<file path="src/rtl/ddr3_param_issuer_if.sv">
// Descriptor-word handshake and parameter-register broadcast bus for ddr3_param_issuer.
// Optional param_mask signal present only when DDR3_PARAM_MASK_EN is defined.
interface ddr3_param_issuer_if #(
    parameter int unsigned ADDR_WIDTH = 33
);
    logic                  start;
    logic                  word_valid;
    logic [ADDR_WIDTH-1:0] word_data;
    logic                  word_ready;
    logic [ADDR_WIDTH-1:0] params;
    logic [3:0]            input_param_id;
    logic [2:0]            output_param_id;
    logic                  busy;
    logic                  done;
`ifdef DDR3_PARAM_MASK_EN
    logic [14:0]           param_mask;

    modport master (
        output start, word_valid, word_data, param_mask,
        input  word_ready, params, input_param_id, output_param_id, busy, done
    );

    modport slave (
        input  start, word_valid, word_data, param_mask,
        output word_ready, params, input_param_id, output_param_id, busy, done
    );
`else
    modport master (
        output start, word_valid, word_data,
        input  word_ready, params, input_param_id, output_param_id, busy, done
    );

    modport slave (
        input  start, word_valid, word_data,
        output word_ready, params, input_param_id, output_param_id, busy, done
    );
`endif
endinterface

</file>
<file path="src/rtl/ddr3_param_issuer.sv">
// Streams one 15-word layer descriptor into the DDR3 parameter register file.
// Define DDR3_PARAM_MASK_EN to add a per-index enable mask sampled on start.
module ddr3_param_issuer #(
    parameter int unsigned ADDR_WIDTH = 33
) (
    input  logic               clk,
    input  logic               rst_n,
    ddr3_param_issuer_if.slave bus
);

    localparam int unsigned NUM_IDX = 15;
    localparam int unsigned NUM_IN  = 11;
    localparam int unsigned IDX_W   = 4;
    localparam int unsigned SRCH_W  = 5;
    localparam int unsigned IN_ID_W = 4;
    localparam int unsigned OUT_ID_W = 3;

    typedef enum logic [1:0] {
        IDLE   = 2'd0,
        ISSUE  = 2'd1,
        FINISH = 2'd2
    } state_t;

    state_t                state;
    state_t                state_next;
    logic [IDX_W-1:0]      idx;
    logic [IDX_W-1:0]      idx_next;
    logic [SRCH_W-1:0]     hit;
    logic                  accept_c;

    logic [NUM_IDX-1:0]    mask_q;
    logic [NUM_IDX-1:0]    start_mask;

    logic [ADDR_WIDTH-1:0] params_q,   params_d;
    logic [IN_ID_W-1:0]    in_id_q,    in_id_d;
    logic [OUT_ID_W-1:0]   out_id_q,   out_id_d;
    logic                  busy_q,     busy_d;
    logic                  done_q,     done_d;
    logic                  ready_q,    ready_d;

    // Lowest enabled index at or above 'from'; NUM_IDX when none remains.
    function automatic logic [SRCH_W-1:0] find_next(input logic [NUM_IDX-1:0] m,
                                                   input logic [SRCH_W-1:0]  from);
        logic [SRCH_W-1:0] r;
        r = SRCH_W'(NUM_IDX);
        for (int k = NUM_IDX - 1; k >= 0; k--) begin
            if (m[k] && (SRCH_W'(k) >= from)) r = SRCH_W'(k);
        end
        return r;
    endfunction

`ifdef DDR3_PARAM_MASK_EN
    assign start_mask = bus.param_mask;

    always_ff @(posedge clk or negedge rst_n) begin
        if (!rst_n)
            mask_q <= '0;
        else if (state == IDLE && bus.start)
            mask_q <= bus.param_mask;
    end
`else
    assign start_mask = {NUM_IDX{1'b1}};
    assign mask_q     = {NUM_IDX{1'b1}};
`endif

    assign accept_c = (state == ISSUE) && bus.word_valid && ready_q;

    // State and index register.
    always_ff @(posedge clk or negedge rst_n) begin
        if (!rst_n) begin
            state <= IDLE;
            idx   <= '0;
        end else begin
            state <= state_next;
            idx   <= idx_next;
        end
    end

    // Next-state: skip disabled indices without spending a cycle on them.
    always_comb begin
        state_next = state;
        idx_next   = idx;
        hit        = SRCH_W'(NUM_IDX);
        case (state)
            IDLE: begin
                if (bus.start) begin
                    hit = find_next(start_mask, SRCH_W'(0));
                    if (hit == SRCH_W'(NUM_IDX)) begin
                        state_next = FINISH;
                        idx_next   = '0;
                    end else begin
                        state_next = ISSUE;
                        idx_next   = IDX_W'(hit);
                    end
                end
            end
            ISSUE: begin
                if (accept_c) begin
                    hit = find_next(mask_q, SRCH_W'(idx) + SRCH_W'(1));
                    if (hit == SRCH_W'(NUM_IDX)) begin
                        state_next = FINISH;
                        idx_next   = '0;
                    end else begin
                        idx_next   = IDX_W'(hit);
                    end
                end
            end
            FINISH: begin
                state_next = IDLE;
                idx_next   = '0;
            end
            default: begin
                state_next = IDLE;
                idx_next   = '0;
            end
        endcase
    end

    // Output decode: next values for the registered outputs.
    always_comb begin
        params_d = params_q;
        in_id_d  = '0;
        out_id_d = '0;
        done_d   = (state == FINISH);
        busy_d   = (state_next != IDLE) || (state == FINISH);
        ready_d  = (state_next == ISSUE);
        if (accept_c) begin
            params_d = bus.word_data;
            if (idx < IDX_W'(NUM_IN))
                in_id_d  = IN_ID_W'(idx) + IN_ID_W'(1);
            else
                out_id_d = OUT_ID_W'(idx - IDX_W'(NUM_IN)) + OUT_ID_W'(1);
        end
    end

    always_ff @(posedge clk or negedge rst_n) begin
        if (!rst_n) begin
            params_q <= '0;
            in_id_q  <= '0;
            out_id_q <= '0;
            busy_q   <= 1'b0;
            done_q   <= 1'b0;
            ready_q  <= 1'b0;
        end else begin
            params_q <= params_d;
            in_id_q  <= in_id_d;
            out_id_q <= out_id_d;
            busy_q   <= busy_d;
            done_q   <= done_d;
            ready_q  <= ready_d;
        end
    end

    assign bus.params          = params_q;
    assign bus.input_param_id  = in_id_q;
    assign bus.output_param_id = out_id_q;
    assign bus.busy            = busy_q;
    assign bus.done            = done_q;
    assign bus.word_ready      = ready_q;

endmodule
</file>
<file path="src/flat_wrapper.sv">
// flat-port wrapper written by rule: the top's interface ports become plain ports
module ddr3_param_issuer_flat 
#(
    parameter int unsigned ADDR_WIDTH = 33
)
  (clk, rst_n, bus_start, bus_word_valid, bus_word_data, bus_word_ready, bus_params, bus_input_param_id, bus_output_param_id, bus_busy, bus_done);
  ddr3_param_issuer_if #(.ADDR_WIDTH(ADDR_WIDTH)) bus_i ();
  input  logic clk;
  input  logic rst_n;
  input wire logic [$bits(bus_i.start)-1:0] bus_start;
  input wire logic [$bits(bus_i.word_valid)-1:0] bus_word_valid;
  input wire logic [$bits(bus_i.word_data)-1:0] bus_word_data;
  output wire logic [$bits(bus_i.word_ready)-1:0] bus_word_ready;
  output wire logic [$bits(bus_i.params)-1:0] bus_params;
  output wire logic [$bits(bus_i.input_param_id)-1:0] bus_input_param_id;
  output wire logic [$bits(bus_i.output_param_id)-1:0] bus_output_param_id;
  output wire logic [$bits(bus_i.busy)-1:0] bus_busy;
  output wire logic [$bits(bus_i.done)-1:0] bus_done;
  assign bus_i.start = bus_start;
  assign bus_i.word_valid = bus_word_valid;
  assign bus_i.word_data = bus_word_data;
  assign bus_word_ready = bus_i.word_ready;
  assign bus_params = bus_i.params;
  assign bus_input_param_id = bus_i.input_param_id;
  assign bus_output_param_id = bus_i.output_param_id;
  assign bus_busy = bus_i.busy;
  assign bus_done = bus_i.done;
  ddr3_param_issuer #(.ADDR_WIDTH(ADDR_WIDTH)) u_core (.clk(clk), .rst_n(rst_n), .bus(bus_i));
endmodule
</file>
<file path="config.mk">
export PLATFORM = sky130hd
export DESIGN_NAME = ddr3_param_issuer_flat
export DESIGN_NICKNAME = d
export VERILOG_FILES = /design/src/rtl/ddr3_param_issuer_if.sv /design/src/rtl/ddr3_param_issuer.sv /design/src/flat_wrapper.sv
export SDC_FILE = /design/constraint.sdc
export NUM_CORES = 1
export LEC_CHECK = 0
export BUFFER_PORTS_ARGS = -buffer_cell sky130_fd_sc_hd__buf_2
export CAP_MARGIN = 25
export CORE_AREA = 2 2 69 77
export DETAILED_ROUTE_END_ITERATION = 12
export DIE_AREA = 0 0 71 79
export PLACE_DENSITY_LB_ADDON = 0.1
export SETUP_SLACK_MARGIN = 0.02
export SLEW_MARGIN = 20
export SYNTH_ARGS = -nofsm -noshare
export SYNTH_HDL_FRONTEND = slang
export SYNTH_SLANG_ARGS = --single-unit
</file>
<file path="constraint.sdc">
create_clock -name clk -period 1.54 [get_ports clk]
set_input_delay 0.308 -clock clk [delete_from_list [all_inputs] [get_ports clk]]
set_output_delay 0.308 -clock clk [all_outputs]
set_load 0.01 [all_outputs]
</file>
== Word level (Yosys, flattened, before mapping) ==
Index checks and enable logic that the tools add are counted.

* Word-level logic and storage cells: 74
* Latch bits: 0
* Flip-flop bits (word level): 49
* Bits in writable memories: 0
* Memories: 0
* ROM bits: 0
* Input bits: 37
* Output and inout port bits: 43

* Bitwise logic cells: 0
* Multiplexer cells: 33
* Order comparisons: 16
* Eq/ne operators: 7
* Shifts and indexed selects: 0
* Reductions and logical operators: 6
* $mul: 0
* Add/subtract/negate cells: 4
* Div/mod/pow operators: 0

{| class="wikitable"
|+ Operators with widths
! kind !! count
|-
| $mux W4 || 14
|-
| $ge A4 B5 Y1 const A || 7
|-
| $ge A3 B5 Y1 const A || 4
|-
| $mux W5 || 4
|-
| $mux W3 || 6
|-
| $mux W2 || 6
|-
| $eq A5 B4 Y1 const B || 2
|-
| $ge A1 B5 Y1 const A || 2
|-
| $ge A2 B5 Y1 const A || 2
|-
| $pmux W4 S2 || 1
|-
| $add A4 B1 Y5 const B || 1
|-
| $add A4 B1 Y4 const B || 1
|-
| $eq A2 B1 Y1 const B || 2
|-
| $lt A4 B4 Y1 const B || 1
|-
| $pmux W2 S2 || 1
|-
| $add A3 B1 Y3 const B || 1
|-
| $sub A3 B2 Y3 const B || 1
|-
| $eq A2 B2 Y1 const B || 1
|-
| $logic_and A1 B1 Y1 || 2
|-
| $logic_not A2 Y1 || 1
|-
| $ne A2 B1 Y1 const B || 1
|-
| $ne A2 B2 Y1 const B || 1
|-
| $reduce_and A2 Y1 || 1
|-
| $reduce_bool A2 Y1 || 1
|-
| other kinds (2) || 2
|}

== Logic depth before layout (Yosys ltp) ==
* Depth in word-level cells: 25
* Depth in mapped cells: 6
* Mapped depth without buffers: 6

== Least setup slack after synthesis ==
No wires, ideal clock.

* Path kind: register to register
* From: register u_core.idx[0]
* To: register u_core.idx[2]
* Slack: -0.054 ns
* Buffers on the path: 1
* Data required time: 1.418 ns
* Setup time: 0.122 ns
* Cell stages (with the launch flop): 7
* Period minus slack after synthesis: 1.594 ns
* Arrival: 1.472 ns
* Cells stage by stage: dfrtp_1 > ha_1 > or2_1 > buf_6 > a31o_1 > o221ai_1 > nand2_1

* Cells in the longest elaborated chain, start to end: 23
* Elaborated cells on any way between the ends: 37
* Those cells by class: 1 x add/sub; 15 x order compare; 1 x eq/ne; 20 x mux

{| class="wikitable"
|+ RTL lines
! what !! line !! source
|-
| start, declared || ddr3_param_issuer.sv:26 || <nowiki>logic [IDX_W-1:0] idx;</nowiki>
|-
| start signal, assigned || ddr3_param_issuer.sv:75 || <nowiki>idx <= idx_next;</nowiki>
|-
| $add A4 B1 Y5 * || ddr3_param_issuer.sv:99 || <nowiki>hit = find_next(mask_q, SRCH_W'(idx) + SRCH_W'(1));</nowiki>
|-
| $ge A4 B5 Y1 || ddr3_param_issuer.sv:47 || <nowiki>if (m[k] && (SRCH_W'(k) >= from)) r = SRCH_W'(k);</nowiki>
|-
| $mux W1 || ddr3_param_issuer.sv:47 ||
|-
| $mux W2 (2 in series) || ddr3_param_issuer.sv:47 ||
|-
| $mux W3 (4 in series) || ddr3_param_issuer.sv:47 ||
|-
| $mux W4 (7 in series) || ddr3_param_issuer.sv:47 ||
|-
| $mux W4 * || ddr3_param_issuer.sv:47 ||
|-
| $mux W5 * || ddr3_param_issuer.sv:98 || <nowiki>if (accept_c) begin</nowiki>
|-
| $mux W5 * || ddr3_param_issuer.sv:84 || <nowiki>case (state)</nowiki>
|-
| $eq A5 B4 Y1 || ddr3_param_issuer.sv:100 || <nowiki>if (hit == SRCH_W'(NUM_IDX)) begin</nowiki>
|-
| $mux W4 * || ddr3_param_issuer.sv:100 ||
|-
| $mux W4 * || ddr3_param_issuer.sv:98 ||
|-
| $pmux W4 S2 * || ddr3_param_issuer.sv:84 ||
|}

Every way passes the cells marked *; elsewhere a longest branch is shown, timed or not. The select of a mux whose other input is x is not followed.
A chain may end at the register's enable or synchronous reset.

== Worst setup path after layout ==
* From: register u_core.idx[0]
* To: register u_core.ready_q, in the netlist u_core.bus.word_ready

* Cells in the longest elaborated chain, start to end: 24
* Elaborated cells on any way between the ends: 38
* Those cells by class: 1 x add/sub; 15 x order compare; 2 x eq/ne; 20 x mux

{| class="wikitable"
|+ RTL lines
! what !! line !! source
|-
| $add A4 B1 Y5 * || ddr3_param_issuer.sv:99 ||
|-
| $ge A4 B5 Y1 || ddr3_param_issuer.sv:47 ||
|-
| $mux W1 || ddr3_param_issuer.sv:47 ||
|-
| $mux W2 (2 in series) || ddr3_param_issuer.sv:47 ||
|-
| $mux W3 (4 in series) || ddr3_param_issuer.sv:47 ||
|-
| $mux W4 (7 in series) || ddr3_param_issuer.sv:47 ||
|-
| $mux W4 * || ddr3_param_issuer.sv:47 ||
|-
| $mux W5 * || ddr3_param_issuer.sv:98 ||
|-
| $mux W5 * || ddr3_param_issuer.sv:84 ||
|-
| $eq A5 B4 Y1 * || ddr3_param_issuer.sv:100 ||
|-
| $mux W2 * || ddr3_param_issuer.sv:100 ||
|-
| $mux W2 * || ddr3_param_issuer.sv:98 ||
|-
| $pmux W2 S2 * || ddr3_param_issuer.sv:84 ||
|-
| via u_core.state_next[1] || ddr3_param_issuer.sv:25 || <nowiki>state_t state_next;</nowiki>
|-
| $eq A2 B1 Y1 * || ddr3_param_issuer.sv:126 || <nowiki>ready_d = (state_next == ISSUE);</nowiki>
|-
| via u_core.ready_d || ddr3_param_issuer.sv:39 || <nowiki>logic ready_q, ready_d;</nowiki>
|-
| end signal, assigned || ddr3_param_issuer.sv:150 || <nowiki>ready_q <= ready_d;</nowiki>
|-
| end, declared || ddr3_param_issuer.sv:39 ||
|}

The timed path passes the listed nets; every way through them passes the cells marked *. The select of a mux whose other input is x is not followed.

==> results.txt <==
----------------------------------------------------
[Timing]
  Final setup slack of the worst path ... 2.15 ps
  Setup repair after global routing missed its margin ... true
  Clock tree skew after final layout ... 4.37 ps
  Final hold slack ... 199 ps
  Setup Total Neg Slack ... 0 ps
  Worst rel slew slack ... 80.0%
  Transition time at the pin with the least slew margin ... 299 ps
  Final critical-path share of the clock period ... 99.9%
  Achievable frequency ... 0.650 GHz
  Final number of setup-violating endpoints ... 0
  Slew Limit Fails ... 0
  Minimum period implied by the final worst setup slack ... 1540 ps
  Number of hold violations in the final report ... 0

[Logic synthesis]
  Top cell type's share of synthesized area ... 60.6%
  Share of cell area taken by muxes after synthesis ... 0%
  Number of warnings issued by yosys ... 0
  Share of synthesized cell area in and, or, nand and nor gates ... 27.9%
  Synthesized-area fraction occupied by adder cells ... 2.47%
  Synth Area in Compound Gates ... 5.94%
  Largest family of logic cells by synthesized area ... simple AND/OR/NAND/NOR gates
  Library cells used by synthesis ... 35
  Synth Instances ... 212
  Sequential-to-total area share from yosys stat ... 60.6%
  Register bit count reported by yosys ... 49
  Post-synthesis area per instance ... 9.54 sq um
  Xor/xnor cell area share of the yosys netlist ... 0%
  Cell area after synthesis ... 2020 sq um
  Largest cells by area after synthesis ... dfrtp_1 (61%), nand2_1 (20%), ha_1 (2.5%), buf_2 (1.2%), nor2_1 (1.1%)
  Cell accounting for the most synthesized area ... dfrtp_1
  Net count of the mapped netlist ... 253

[Floorplan]
  Core box area ... 4900 sq um
  Ports ... 80
  Die Outline Area ... 5610 sq um
  Starting utilization of the core area ... 41.3%
  Total number of placement rows ... 27
  Die width ... 71 um
  Die extent in y ... 79 um

[Routing]
  Number of vias after detailed routing ... 1682
  Antenna Violating Nets Remaining ... 0
  Number of violations reported at the end of detailed-routing iteration 0 ... 86
  Mean number of vias per cell ... 4.65
  Total Wirelength ... 4.52 mm
  Remaining DRCs ... 0
  Wire per inst ... 12.5 um
  DR pass1 iterations ... 4

[Final layout]
  Ant. Diodes ... 0
  Final instance area ... 2750 sq um
  Proportion of layout cells with a drive suffix above 1 ... 39.5%
  Area added between synthesis and finish ... 35.7%
  Most frequent standard cell in the layout excluding fill and tap cells ... nand2_1
  Post-layout net count ... 344
  Leading cell types in the layout, fill and taps excluded ... nand2_1 (105), buf_2 (79), dfrtp_1 (46)

[GRT]
  Total overflow reported by the global router ... 0
  Overall routing resource usage ... 16.5%
  Number of global-route vias before repair ... 1531
  Wire length of the first global-routing pass ... 7.22 mm
  Largest net degree at the start of global routing ... 50
  Antenna violations before repair ... 0

[Clock tree]
  Clock transition at the registers of the reported paths ... 80 ps
  Buffer type at the clock tree root ... clkbuf_8
  Number of buffers created by CTS ... 5
  CTS tree ... built
  Longest Clk Path Bufs ... 2
  Level count of the clock H-tree ... 2
  Clock insertion delay at the later pin of the skew report ... 290 ps
  Total clock sinks ... 49

[Power and ir drop]
  Cell Pwr Density ... 1650 nW/um^2
  Static Leakage ... 1.50 nW
  Total net switching power ... 1.64 mW
  Peak ir drop on the vdd network ... 0.910 mV
  Comb pwr share ... 41.4%
  Sequential fraction of design power ... 41.9%
  Power Total ... 4.53 mW
  Internal portion of total power ... 2.89 mW
  Part of the total power dissipated in the clock network ... 16.7%
  Sw Share ... 36.2%

[Outcome]
  Outcome ... complete, no violations

[Worst setup path]
  Standard cell with the maximum stage delay on the critical path ... dfrtp_2
  Cell-by-cell trace of the critical path ... inv_2 -> ha_4 -> nand2b_4 -> or3_4 -> a21oi_4 -> nor3_1
  CP bufs+invs ... 1
  Largest driver fanout on the critical path ... 5
  Data required time at the worst endpoint ... 1720 ps
  Startpoint types ... flip-flop
  Type of element capturing the critical path ... flip-flop
  Crit-path leading delay family ... simple AND/OR/NAND/NOR gates
  Number of cells on the worst reg-to-reg path ... 6
  Arrival time at the worst endpoint ... 1720 ps
  Worst setup path category ... reg2reg
  Number of cells on the critical path ... 6
  Maximum single-stage delay on the critical path ... 440 ps

[Job]
  Max-cap viol count ... 0

[Placement]
  Post-DP HPWL ... 3.17 mm
  Placed Area ... 2550 sq um
  Place WS ... -39.1 ps
  Final weighted congestion in routability-driven placement ... 0.828
  Quantity of I/O buffers inserted on ports ... 79

[Worst hold path]
  Path type of the worst min-delay path ... in2reg
  Hold depth ... 3

----------------------------------------------------
## metal layers
| layer | global-route usage (%) | up-vias | part of all wire (%) |
|---|---|---|---|
| met5 | 0 | - | 0 |
| met4 | 6.42 | 0 | 1.4 |
| met3 | 4.82 | 6 | 6.2 |
| met2 | 26.1 | 53 | 47 |
| met1 | 21.5 | 768 | 45 |
| li1 | - | 855 | - |
## worst reg2reg max path, stage by stage (launching register included)
cell and delay, ps:
dfrtp_2 440, inv_2 70, ha_4 270, nand2b_4 60
or3_4 340, a21oi_4 170, nor3_1 70
## cells in the mapped netlist
library cell,count
inv_1,2
nand4b_2,1
buf_2,5
a2bb2oi_1,1
buf_4,1
o41ai_2,1
and2_1,1
or2_2,1
dfrtp_1,49
o21ai_1,1
buf_6,1
nor2_2,1
nand4_1,1
a32o_1,1
clkbuf_1,3
nand2_1,106
a311oi_1,1
or3_1,1
and3_1,3
a21oi_1,2
a21oi_2,1
a31o_1,1
or2_1,1
o221ai_1,1
ha_1,4
and4b_1,1
nand3_1,2
nor2_1,6
nand2b_1,1
and2b_1,1
o21ai_0,1
nor2b_1,3
nor3_1,4
o2111ai_1,1
a31oi_4,1
## final timing paths
kind / start / endpoint / slack (ps)
min in group asynchronous: rst_n / u_core.bus.params[12] / 520
min: bus_word_data[5] / u_core.bus.params[5] / 200
max in group asynchronous: rst_n / u_core.idx[0] / 780
max reg2reg: u_core.idx[0] / u_core.bus.word_ready / 2
max: u_core.idx[0] / u_core.bus.word_ready / 2
min reg2reg: u_core.bus.params[10] / u_core.bus.params[10] / 470
## layout make-up
| class | instances | area, sq um |
|---|---|---|
| well taps | 58 | 72.6 |
| inverters | 2 | 7.51 |
| fillers | 445 | 2150 |
| flip-flops and latches | 49 | 1230 |
| clock buffers | 8 | 90.1 |
| multi-input cells | 151 | 811 |
| repair buffers | 94 | 536 |
## sequential cells by signal, indices dropped and copies added (netlist names)
name	cells
u_core.bus.params	33
u_core.bus.input_param_id	4
u_core.idx	4
u_core.bus.output_param_id	3
u_core.state	2
u_core.bus.busy	1
u_core.bus.done	1
u_core.bus.word_ready	1
## power groups by stage
| stage | combinational (mW) | sequential (mW) | clock, mW |
|---|---|---|---|
| final | 1.88 | 1.90 | 0.754 |
| after global routing | 2.09 | 1.95 | 0.840 |
| after CTS | 1.80 | 1.88 | 0.792 |
| after detailed placement | 1.64 | 1.91 | 0 |
| after global placement | 1.63 | 1.90 | 0 |
| after floorplan | 0.819 | 2.03 | 0 |
## stage by stage
| step | util [%] | cells |
|---|---|---|
| floorplan | - | 212 |
| global placement | 52.0 | 350 |
| detailed placement | 52.0 | 350 |
| CTS | 54.9 | 361 |
| global route | 56.1 | 362 |
| finish | 56.1 | 362 |
## kinds of logic after synthesis
logic type | Yosys count
AO/OA/AOI/OAI | 13
adder cells (fa/ha/maj) | 4
buffers and inverters | 12
flip-flops | 49
AND/OR/NAND/NOR | 134
## what timing repair did
item / CTS / global route
setup buffers: 2 / 1
hold buffers: 1 / 0
endpoints found under the setup margin: 7 / 38
hold endpoints to repair: 35 / 0
gates resized for setup: 6 / 10
pin swaps: 0 / 5
(Power assumes the default switching activity.)
